$ cat src/rtl/mem_port_arbiter.sv
// Single-port memory arbiter/sequencer shared by fetch and data stages.
// Define ARB_STATS_EN to build the saturating grant/stall performance counters.
module mem_port_arbiter #(
    parameter int ADDR_W = 32,
    parameter int DATA_W = 32,
    parameter int CNT_W  = 16
) (
    input  logic              clk,
    input  logic              reset,
    input  logic              if_req,
    input  logic [ADDR_W-1:0] if_addr,
    input  logic              flush_f,
    output logic              if_valid,
    output logic [DATA_W-1:0] if_rdata,
    input  logic              d_req,
    input  logic              d_we,
    input  logic [ADDR_W-1:0] d_addr,
    input  logic [DATA_W-1:0] d_wdata,
    output logic              d_valid,
    output logic [DATA_W-1:0] d_rdata,
    output logic              stall_f,
    output logic              stall_m,
    output logic              mem_req,
    output logic              mem_we,
    output logic [ADDR_W-1:0] mem_addr,
    output logic [DATA_W-1:0] mem_wdata,
    input  logic [DATA_W-1:0] mem_rdata,
    input  logic              mem_ready,
    output logic [CNT_W-1:0]  perf_dgnt,
    output logic [CNT_W-1:0]  perf_ignt,
    output logic [CNT_W-1:0]  perf_stall
);

    // state | meaning
    // IDLE  | no transaction; data wins a simultaneous request
    // DATA  | load/store in flight on the memory port
    // FETCH | instruction read in flight; may be dropped by flush_f
    typedef enum logic [1:0] {IDLE, DATA, FETCH} state_t;

    state_t state;
    logic   dropFlag;
    logic   grantD;
    logic   grantI;
    logic   done;

    // A completing requester is never re-granted on the same edge.
    always_comb begin
        grantD = 1'b0;
        grantI = 1'b0;
        case (state)
            IDLE: begin
                if (d_req)
                    grantD = 1'b1;
                else if (if_req && !flush_f)
                    grantI = 1'b1;
            end
            DATA:    grantI = mem_ready && if_req && !flush_f;
            FETCH:   grantD = mem_ready && d_req;
            default: ;
        endcase
    end

    assign done     = (state != IDLE) && mem_ready;
    assign d_valid  = (state == DATA) && mem_ready;
    assign if_valid = (state == FETCH) && mem_ready && !dropFlag && !flush_f;
    assign d_rdata  = mem_rdata;
    assign if_rdata = mem_rdata;
    assign stall_f  = if_req && !if_valid;
    assign stall_m  = d_req && !d_valid;

    always_ff @(posedge clk) begin
        if (reset) begin
            state     <= IDLE;
            mem_req   <= 1'b0;
            mem_we    <= 1'b0;
            mem_addr  <= '0;
            mem_wdata <= '0;
            dropFlag  <= 1'b0;
        end else begin
            if (grantD) begin
                state     <= DATA;
                mem_req   <= 1'b1;
                mem_we    <= d_we;
                mem_addr  <= d_addr;
                mem_wdata <= d_wdata;
            end else if (grantI) begin
                state     <= FETCH;
                mem_req   <= 1'b1;
                mem_we    <= 1'b0;
                mem_addr  <= if_addr;
                mem_wdata <= '0;
            end else if (done) begin
                state   <= IDLE;
                mem_req <= 1'b0;
                mem_we  <= 1'b0;
            end
            // The read still completes; only its valid pulse is withheld.
            if (state == FETCH) begin
                if (mem_ready)
                    dropFlag <= 1'b0;
                else if (flush_f)
                    dropFlag <= 1'b1;
            end
        end
    end

`ifdef ARB_STATS_EN
    always_ff @(posedge clk) begin
        if (reset) begin
            perf_dgnt  <= '0;
            perf_ignt  <= '0;
            perf_stall <= '0;
        end else begin
            if (grantD && perf_dgnt != '1)
                perf_dgnt <= perf_dgnt + 1'b1;
            if (grantI && perf_ignt != '1)
                perf_ignt <= perf_ignt + 1'b1;
            if ((stall_f || stall_m) && perf_stall != '1)
                perf_stall <= perf_stall + 1'b1;
        end
    end
`else
    assign perf_dgnt  = '0;
    assign perf_ignt  = '0;
    assign perf_stall = '0;
`endif

endmodule

$ cat config.mk
export PLATFORM = sky130hd
export DESIGN_NAME = mem_port_arbiter
export DESIGN_NICKNAME = d
export VERILOG_FILES = /design/src/rtl/mem_port_arbiter.sv
export SDC_FILE = /design/constraint.sdc
export NUM_CORES = 1
export LEC_CHECK = 0
export BUFFER_PORTS_ARGS = -buffer_cell sky130_fd_sc_hd__buf_2
export CAP_MARGIN = 20
export CORE_AREA = 2 2 123 125
export DETAILED_ROUTE_END_ITERATION = 7
export DIE_AREA = 0 0 125 127
export GPL_TIMING_DRIVEN = 0
export PLACE_DENSITY_LB_ADDON = 0.1
export RECOVER_POWER = 50
export SLEW_MARGIN = 0
export SYNTH_ARGS = -nofsm -noshare
export SYNTH_HDL_FRONTEND = slang
export SYNTH_SLANG_ARGS = --single-unit
$ cat constraint.sdc
create_clock -name clk -period 2.3 [get_ports clk]
set_input_delay 0.115 -clock clk [delete_from_list [all_inputs] [get_ports clk]]
set_output_delay 0.115 -clock clk [all_outputs]
set_load 0.05 [all_outputs]
==> results.md, run 1 <==
* Worst-Margin Slew at 681 ps
* Final instance area at 5670 um^2
* CP max stage cell: dfxtp_1
* Synth-to-Final Area Change at 53.0%
* Synth Register Bits at 69
* Slowest stage delay, CP at 460 ps
* First-pass iteration count of the detailed router at 4
* Kind of critical path: reg2reg
* Crit-path max FO at 10
* Root Driver: clkbuf_16
* Placed insts at 870
* Port Buffers at 234
* Worst rel slew slack at 54.8%
* Mean Syn Cell Area at 9.16 um^2
* Leakage at 2.71 nW
* Fmax at 546 MHz
* Worst hold path type: in2reg
* WP data required at 2530 ps
* Setup TNS at 0 ps
* TritonCTS clock tree: yes
* Post-DP Area at 5290 um^2
* Row cnt at 44
* Min cycle time layout at 1830 ps
* Antenna violations before repair at 0
* Chip Height at 127 um
* Reg clk slew, reported paths at 60 ps
* Most frequent cells in the layout: buf_2, clkbuf_1, buf_4, dfxtp_1, conb_1
* Yosys synthesis warning count at 0
* First-pass GRT wire length at 18300 um
* DRT iter0 DRCs at 119
* Detailed Place HPWL at 9690 um
* Min-Delay Path Depth at 3
* Final layout net count at 850
* Setup slack, reg-to-reg at 470 ps
* Mapped Area at 3710 um^2
* Status: complete, no violations
* DIE WIDTH at 125 um
* H-tree depth at 3
* Worst vdd ir at 0.465 mV
* Crit share post-route at 79.6%
* CTS Buf Count at 9
* # DRC at 0
* Most common cell after layout, fill and taps aside: buf_2
* Max-cap check violation count at 0
* Synth unique cells at 27
* CP endpoint kind: flip-flop
* Fin. Hold Viols at 0
* Worst skew pair latency at 330 ps
* Drt wl/cell at 13.4 um
* GR Util All Layers at 14.4%
* CTS Sinks at 69
* Vias in the first global route at 3562
* Via density at 4.20
* Final setup violation count at 0
* Final Skew at 6.90 ps
* I/O pins at 317
* RSZ-0062 raised after global routing: false
* Share of layout cells above drive strength 1 at 38.9%
* Antenna diodes at 0
* DRT antenna net count at 0
* Largest net degree at the start of global routing at 12
* DIE AREA at 15900 um^2
* Core area at 14400 um^2
* Post-synthesis sequential area ratio at 37.2%
* Syn Inst Count at 405
* CTS Buffer Depth at 2
* Crit path cell chain: nor2_1, o21ai_1, nand2_1, buf_2, a211oi_1
* Routed WL at 12200 um
* Routed vias at 3800
* Setup crit start kind: flip-flop
* Overflow after GRT at 0
* Post-CTS resize count at 0
* Pwr/cell area at 783 nW/um^2
* Final-report max-slew violation count at 0
* Crit path DAT at 2060 ps
* GPL Wtd Cong at 0.746
* Design Power at 4.44 mW
* R2R cell count at 5
* Final non-filler cell total at 904
* Final core occ at 39.3%
* Initial Utilization at 25.7%
==> flip-flops by register name, indices dropped and copies added (netlist names) <==
name       cells
mem_req        1
mem_we         1
mem_addr      32
dropFlag       1
mem_wdata     32
state          2
==> layer usage <==
| metal | global-route usage (%) | up-vias | share of wire, % |
|---|---|---|---|
| li1 | - | 1899 | - |
| met1 | 15.6 | 1712 | 39 |
| met2 | 26.5 | 184 | 51 |
| met3 | 6.03 | 5 | 9.0 |
| met4 | 2.94 | 0 | 0.64 |
| met5 | 0 | - | 0 |
==> worst max-delay path: cells and delay by family (launching register included) <==
family / cells / cell delay, ps
AOI/OAI and AO/OA: 2 / 580
DFF: 1 / 460
and+or+nand+nor: 2 / 410
buffers and inverters: 1 / 280
==> cells in the mapped netlist <==
library cell / instances / area share, %
a22o_1: 1 / 0.24
a21oi_1: 5 / 0.67
a22oi_4: 1 / 0.57
inv_1: 1 / 0.10
nand2b_1: 1 / 0.17
a32oi_1: 32 / 7.6
nor2b_1: 5 / 0.84
a211oi_1: 33 / 6.7
mux2i_1: 32 / 8.6
nor2_1: 34 / 3.4
o21ai_1: 1 / 0.13
o21a_1: 1 / 0.20
nor2b_4: 1 / 0.37
o21ai_0: 1 / 0.13
clkbuf_1: 14 / 1.4
and2_1: 2 / 0.34
conb_1: 1 / 0.10
nand4_1: 1 / 0.17
buf_6: 1 / 0.30
nand3b_1: 1 / 0.20
buf_4: 115 / 23
nand2_1: 4 / 0.40
nor3_1: 33 / 4.5
dfxtp_1: 69 / 37
buf_8: 1 / 0.40
buf_2: 13 / 1.8
a31oi_1: 1 / 0.17
==> area by class of cell <==
class                           instances  area, um^2
Tap cell                              184         230
Timing Repair Buffer                  252        1220
Inverter                                1        3.75
Clock inverter                          3        67.6
Buffer                                144        1010
Fill cell                            1561        8750
Multi-Input combinational cell        238        1500
Clock buffer                           13         260
Sequential cell                        69        1380
==> cells by family (layout without fill, tap and decap cells) <==
group | count (synthesis) | count (layout) | share of synthesized area, %
AND/OR/NAND/NOR | 82 | 82 | 10.4
AO/OA/AOI/OAI | 76 | 76 | 16.4
flip-flops | 69 | 69 | 37.2
other | 1 | 48 | 0.101
multiplexers | 32 | 32 | 8.64
buffers and inverters | 145 | 413 | 27.3
==> metrics by stage <==
step / hold slack (ps) / setup WS (ps)
CTS: 0.761 / 400
global placement: 338 / 426
finish: 13.5 / 469
global route: 14.4 / 240
detailed placement: 350 / 368
floorplan: 251 / 473
==> report_power, final <==
part / internal (mW) / total, mW / switching [mW]
combinational: 0.442 / 1.57 / 1.13
sequential: 1.30 / 1.36 / 0.0556
clock: 1.01 / 1.52 / 0.508
==> final timing paths <==
path,to,from
min reg2reg,mem_we,mem_we
max,mem_addr[4],state[0]
min,mem_wdata[19],d_wdata[19]
max reg2reg,mem_addr[4],state[0]
==> what timing repair did <==
| item | in CTS | in global routing |
|---|---|---|
| hold buffers | 18 | 0 |
| setup buffers | 0 | 0 |
| endpoints found under the hold margin | 18 | 0 |
Power figures use the tool's default switching activity.
==> inputs of run 2 (changes only) <==
ABC_AREA = 1   (was unset)
clock period = 1.7 ns   (was 2.3 ns; I/O delays follow)
==> run 2 against run 1 <==
Sequential power grew 35%. Global-route usage grew 0.96 points. Sequential share of layout area shrank 0.83 points. Clock skew shrank 2.9 ps. Utilization grew 1.4 points. Largest cell class unchanged. Register-to-register slack lost 300 ps. First-iteration DRC count grew 42%. Cell area grew 3.6%. Die area is the same.
==> results.md, run 2 <==
* Slowest stage delay, CP at 380 ps (-80 ps)
* Post-synth EDFFs at 0 (unchanged)
* Design Power at 5.96 mW (+34%)
* Yosys synthesis warning count at 0 (unchanged)
* Worst rel slew slack at 56.0% (+1.3 points)
* Switching power at 2.32 mW (+37%)
* Synth Register Bits at 69 (unchanged)
* Worst-Margin Slew at 662 ps (-18.9 ps)
* Crit path launch: state[1]
* Synth Area in Adders at 0% (unchanged)
* Mapped Area at 3680 um^2 (-0.71%)
* GPL Wtd Cong at 0.729 (-2.3%)
* Leakage at 3.06 nW (+13%)
* Largest family of logic cells by synthesized area: buffers and inverters
* H-tree depth at 3 (unchanged)
* Crit-path max FO at 5 (-5)
* Worst setup endpoint: stall_f
* Row cnt at 44 (unchanged)
* Post-synth top area share at 37.5% (+0.27 points)
* Synth-to-Final Area Change at 59.7%
* Synth cell count leaders: nand2_1, buf_4, dfxtp_1, nor2_1
* Crit path DAT at 1530 ps (-530 ps)
* Most frequent cells in the layout: nand2_1, buf_2, buf_4, clkbuf_1, dfxtp_1
* Clock share of power at 33.6% (-0.5 points)
* Mean Syn Cell Area at 6.92 um^2 (-24%)
* Worst skew pair latency at 340 ps (about the same)
* Pwr/cell area at 1010 nW/um^2 (+29%)
* Final non-filler cell total at 1050 (+16%)
* Synth unique cells at 20 (-26%)
* Post-synthesis sequential area ratio at 37.5% (+0.27 points)
* Compound-Gate Fraction of Synth Area at 10.4% (-6.0 points)
* Core area at 14400 um^2 (unchanged)
* Final layout net count at 996 (+17%)
* Chip Height at 127 um (unchanged)
* Overflow after GRT at 0 (unchanged)
* Vias in the first global route at 3891 (+9.2%)
* CTS Buf Count at 9 (unchanged)
* Setup crit start kind: flip-flop
* CP max stage cell: dfxtp_2
* Reg clk slew, reported paths at 60 ps (about the same)
* Detailed Place HPWL at 9900 um (+2.1%)
* Biggest regs: mem_addr (32), mem_wdata (32), state (2)
* Final setup violation count at 0 (unchanged)
* Worst vdd ir at 0.499 mV (+7.2%)
* Worst hold path type: in2reg
* Fin. Hold Viols at 0 (unchanged)
* Crit share post-route at 94.9%
* DRT iter0 DRCs at 169 (+42%)
* Multiplexer area fraction after synthesis at 0% (-8.6 points)
* Setup slack, reg-to-reg at 170 ps (-300 ps)
* Sw Share at 38.9% (+0.91 points)
* Largest net degree at the start of global routing at 13 (+1)
* Top area cells in the synthesized netlist: dfxtp_1, buf_4, nand2_1
* CTS Sinks at 69 (unchanged)
* Fmax at 620 MHz
* Asr flop ratio synth at 0% (unchanged)
* GR Util All Layers at 15.4% (+0.96 points)
* Top-count cell post-synth: nand2_1
* Internal at 3.64 mW (+32%)
* CP endpoint kind: output pin
* R2R Path Start: state[0]
* Sequential Power Share at 30.7% (about the same)
* Worst R2R End: mem_wdata[24]
* First-pass GRT wire length at 19600 um (+7.5%)
* Root Driver: clkbuf_16
* First-pass iteration count of the detailed router at 4 (unchanged)
* Initial Utilization at 25.5% (-0.18 points)
* Routed WL at 12700 um (+4.5%)
* Status: complete, no violations
* Max-cap check violation count at 0 (unchanged)
* DIE AREA at 15900 um^2 (unchanged)
* Drt wl/cell at 12.1 um (-10%)
* Crit path cell chain: inv_1, or2_4, nor4_4, nor2_4, buf_2
* Most common cell after layout, fill and taps aside: nand2_1
* Post-Synth XOR/XNOR Area at 0% (unchanged)
* # DRC at 0 (unchanged)
* Final-report max-slew violation count at 0 (unchanged)
* TritonCTS clock tree: yes
* CTS Buffer Depth at 2 (unchanged)
* Final hold slack at 12.1 ps (-1.39 ps)
* I/O pins at 317 (unchanged)
* Placed insts at 998 (+15%)
* RSZ-0062 raised after global routing: true
* DRT antenna net count at 0 (unchanged)
* Share of layout cells above drive strength 1 at 34.1% (-4.8 points)
* Via density at 3.95 (-6.0%)
* Antenna diodes at 0 (unchanged)
* Kind of critical path: reg2out
* Synth Area in Simple Gates at 25.2% (+15 points)
* Min cycle time layout at 1610 ps
* Most used DFF post-synth: dfxtp_1
* Synth area leader: dfxtp_1
* Final Skew at 4.01 ps (-2.89 ps)
* Routed vias at 4150 (+9.2%)
* DIE WIDTH at 125 um (unchanged)
* Antenna violations before repair at 1 (+1)
* Combinational group share of total power at 35.7% (+0.4 points)
* R2R cell count at 8 (+3)
* Port Buffers at 235 (+0.43%)
* Syn Inst Count at 532 (+31%)
* WP data required at 1620 ps (-910 ps)
==> run 2: area by class of cell <==
| cell class | instances | area [um^2] |
|---|---|---|
| Tap cell | 184 | 230 |
| Timing Repair Buffer | 271 | 1410 |
| Fill cell | 1595 | 8540 |
| Buffer | 138 | 983 |
| Multi-Input combinational cell | 363 | 1520 |
| Clock inverter | 6 | 86.3 |
| Inverter | 9 | 33.8 |
| Sequential cell | 69 | 1380 |
| Clock buffer | 10 | 229 |
==> run 2: worst max-delay path: cells and delay by family (launching register included) <==
kind / cells / cell delay (ps)
buffers and inverters: 2 / 270
flip-flops: 1 / 380
AND/OR/NAND/NOR: 3 / 540
==> run 2: metrics by stage <==
stage / instance area, um^2 / setup WS (ps) / utilization [%] / setup TNS (ps)
floorplan: 3880 / 56.9 / - / 0
global placement: 5290 / -33.6 / 36.7 / -391
detailed placement: 5290 / -56.9 / 36.7 / -539
CTS: 5940 / 21.7 / 41.2 / 0
global route: 5880 / -18.3 / 40.8 / -30.3
finish: 5880 / 86.2 / 40.8 / 0
==> run 2: kinds of logic after synthesis <==
logic type	after synthesis
buf+inv	147
other cells	1
flops	69
compound gates	73
simple gates	242
==> run 2: worst min-delay path by stage <==
stage,to,slack [ps],start,cells past startpoint
floorplan,if_valid,230,flush_f,1
global placement,mem_wdata[4],340,d_wdata[4],3
detailed placement,mem_wdata[18],350,d_wdata[18],3
CTS,mem_wdata[28],0.1,d_wdata[28],3
global route,mem_wdata[28],20,d_wdata[28],3
finish,mem_wdata[28],10,d_wdata[28],3
==> run 2: layer usage <==
metal	up-vias	global-route usage, %	part of all wire (%)
met4	0	5.56	1.7
met3	16	5.11	8.4
li1	2159	-	-
met5	-	0	0
met2	168	27.2	51
met1	1807	17.3	39
==> run 2: power by group through the flow <==
| stage | combinational [mW] | sequential, mW | clock, mW |
|---|---|---|---|
| 3_3_place_gp | 2.08 | 1.86 | 0 |
| 3_5_place_dp | 2.08 | 1.86 | 0 |
| 6_report | 2.13 | 1.83 | 2.00 |
| 5_1_grt | 2.28 | 1.85 | 2.14 |
| 2_1_floorplan | 1.13 | 2.34 | 0 |
| 4_1_cts | 2.15 | 1.83 | 2.07 |
==> run 2: what timing repair did <==
item,CTS,global route
buffers inserted,1,4
setup endpoints to repair,36,59
hold buffers,31,0
hold endpoints to repair,31,0
pin swaps,1,1
resized for setup,7,16
==> inputs of run 3 (changes only) <==
BUFFER_PORTS_ARGS = unset   (was -buffer_cell sky130_fd_sc_hd__buf_2)
DONT_BUFFER_PORTS = 1   (was unset)
clock period = 1.6 ns   (was 1.7 ns; I/O delays follow)
==> run 3 against run 2 <==
The flow now finishes with violations (negative setup slack). Worst setup slack got worse by 380 ps. Final cell count fell by 16%. Cell area fell by 10%. First-iteration DRC count is 36% lower. Clock power down 7%. Routed wire length fell by 4.6%. Combinational power fell by 28%. Sequential cell count did not move.
==> results.md, run 3 (synthesis results as in run 2) <==
* Crit path DAT at 1810 ps (+280 ps)
* CP max stage cell: nor4_4
* Antenna diodes at 0 (unchanged)
* Worst hold path type: in2reg
* Most frequent cells in the layout: nand2_1, dlygate4sd3_1, clkbuf_1, dfxtp_1, nor2_1
* Crit path setup slack, layout at -293 ps (-380 ps)
* Root Driver: clkbuf_16
* Setup crit start kind: flip-flop
* Detailed Place HPWL at 8760 um (-12%)
* Worst R2R End: mem_wdata[8]
* FF/Latch Area at 1390 um^2 (+0.27%)
* Antenna violations before repair at 0 (-1)
* Final Skew at 3.43 ps (-0.577 ps)
* Vias in the first global route at 3516 (-9.6%)
* Min cycle time layout at 1890 ps
* DIE WIDTH at 125 um (unchanged)
* Reg clk slew, reported paths at 60 ps (about the same)
* I/O pins at 317 (unchanged)
* Routed WL at 12100 um (-4.6%)
* CTS Sinks at 69 (unchanged)
* Fmax at 528 MHz
* # DRC at 0 (unchanged)
* CP endpoint kind: output pin
* WP depth at 4 (-1)
* WP data required at 1520 ps (-100 ps)
* Worst vdd ir at 0.729 mV (+46%)
* TritonCTS clock tree: yes
* DRT antenna net count at 0 (unchanged)
* Core area at 14400 um^2 (unchanged)
* Drt wl/cell at 13.7 um (+14%)
* Share of layout cells above drive strength 1 at 15.3% (-19 points)
* Biggest regs: mem_addr (32), mem_wdata (32), state (2)
* Port Buffers at 0 (-100%)
* Crit path launch: state[1]
* Worst rel slew slack at 40.7% (-15 points)
* Initial Utilization at 25.5% (unchanged)
* Setup slack, reg-to-reg at 80 ps (-90 ps)
* First-pass GRT wire length at 18100 um (-7.9%)
* Design Power at 5.89 mW (-1.2%)
* Fillers at 1576 (-1.2%)
* R2R cell count at 8 (unchanged)
* GR Util All Layers at 14.4% (-0.97 points)
* Largest net degree at the start of global routing at 13 (unchanged)
* Most common cell after layout, fill and taps aside: nand2_1
* Overflow after GRT at 0 (unchanged)
* CTS Buf Count at 9 (unchanged)
* Max-cap check violation count at 0 (unchanged)
* Worst skew pair latency at 340 ps (about the same)
* Chip Height at 127 um (unchanged)
* R2R Path Start: state[1]
* Pwr/cell area at 1110 nW/um^2 (+10%)
* Status: complete, but fails checks
* Fin. Hold Viols at 0 (unchanged)
* Via density at 4.05 (+2.5%)
* Routed vias at 3574 (-14%)
* Row cnt at 44 (unchanged)
* Worst setup endpoint: stall_f
* DIE AREA at 15900 um^2 (unchanged)
* Synth-to-Final Area Change at 43.4%
* Footprint of the multi-input gates at 1550 um^2 (+2.1%)
* Leakage at 2.44 nW (-20%)
* Final layout net count at 828 (-17%)
* CP top delay family: simple AND/OR/NAND/NOR gates
* Final-report max-slew violation count at 0 (unchanged)
* Crit path cell chain: inv_2, or2_4, nor4_4, nor2_4
* Crit share post-route at 118%
* RSZ-0062 raised after global routing: true
* Crit-path max FO at 2 (-3)
* Worst path bufs/invs at 1 (-1)
* Final hold slack at 2.06 ps (-10.0 ps)
* First-pass iteration count of the detailed router at 4 (unchanged)
* Kind of critical path: reg2out
* Failing checks: negative setup slack
* CTS Buffer Depth at 2 (unchanged)
* DRT iter0 DRCs at 108 (-36%)
* GPL Wtd Cong at 0.723 (-0.71%)
* Final setup violation count at 2 (+2)
* Slowest stage delay, CP at 670 ps (+290 ps)
* Worst-Margin Slew at 882 ps (+220 ps)
* H-tree depth at 3 (unchanged)
## run 3: worst register-to-register path: cells and delay by family, from the launching register on
kind            cells  cell delay, ps
simple gates        3             300
compound gates      1             160
flops               1             340
buf+inv             4             650
## run 3: final cells by class
cell class / count / share of cell area, %
sequential: 69 / 26.3
buffer: 138 / 14.6
timing repair buffer: 103 / 19.5
tap: 184 / 4.36
multi-input combinational: 363 / 29.4
clock buffer: 10 / 4.53
inverter: 9 / 0.640
clock inverter: 6 / 0.735
## run 3: timing repair
action,4_1_cts,5_1_grt
resized for setup,25,22
pin swaps,3,1
hold buffers,96,0
buffers inserted,5,2
hold endpoints to repair,66,0
setup endpoints to repair,69,64
gates cloned,0,0
## run 3: metrics by stage
step / TNS [ps] / std cells / instance area [um^2] / worst slack, ps / utilization [%]
2_1_floorplan: -38.1 / 579 / 3880 / -38.1 / -
3_3_place_gp: -7340 / 763 / 4120 / -173 / 28.5
3_5_place_dp: -7930 / 763 / 4120 / -192 / 28.5
4_1_cts: -455 / 880 / 5470 / -322 / 37.9
5_1_grt: -663 / 882 / 5280 / -357 / 36.6
6_report: -400 / 882 / 5280 / -293 / 36.6
## run 3: power breakdown
group | switching [mW] | total, mW | internal [mW] | leakage [nW]
clock network | 0.764 | 1.85 | 1.08 | 0.134
logic | 1.04 | 1.54 | 0.504 | 1.74
registers | 0.625 | 2.50 | 1.87 | 0.571
total | 2.43 | 5.89 | 3.46 | 2.44
## run 3: worst min path at each step
| stage | end | start | cells past startpoint | slack (ps) |
|---|---|---|---|---|
| after global routing | state[1] | flush_f | 3 | 20 |
| final | mem_addr[22] | if_addr[22] | 4 | 2 |
| after floorplan | if_valid | flush_f | 1 | 220 |
| after global placement | if_valid | flush_f | 1 | 230 |
| after detailed placement | if_valid | flush_f | 1 | 230 |
| after CTS | state[1] | mem_ready | 3 | 5 |
## run 3: routing by layer
layer / up-vias / part of all wire [%] / routed length, um / GRT usage (%)
li1: 1814 / - / - / -
met1: 1580 / 37 / 4450 / 14.7
met2: 173 / 51 / 6210 / 26.1
met3: 7 / 11 / 1340 / 7.45
met4: 0 / 0.93 / 112 / 3.53
met5: - / 0 / 0 / 0
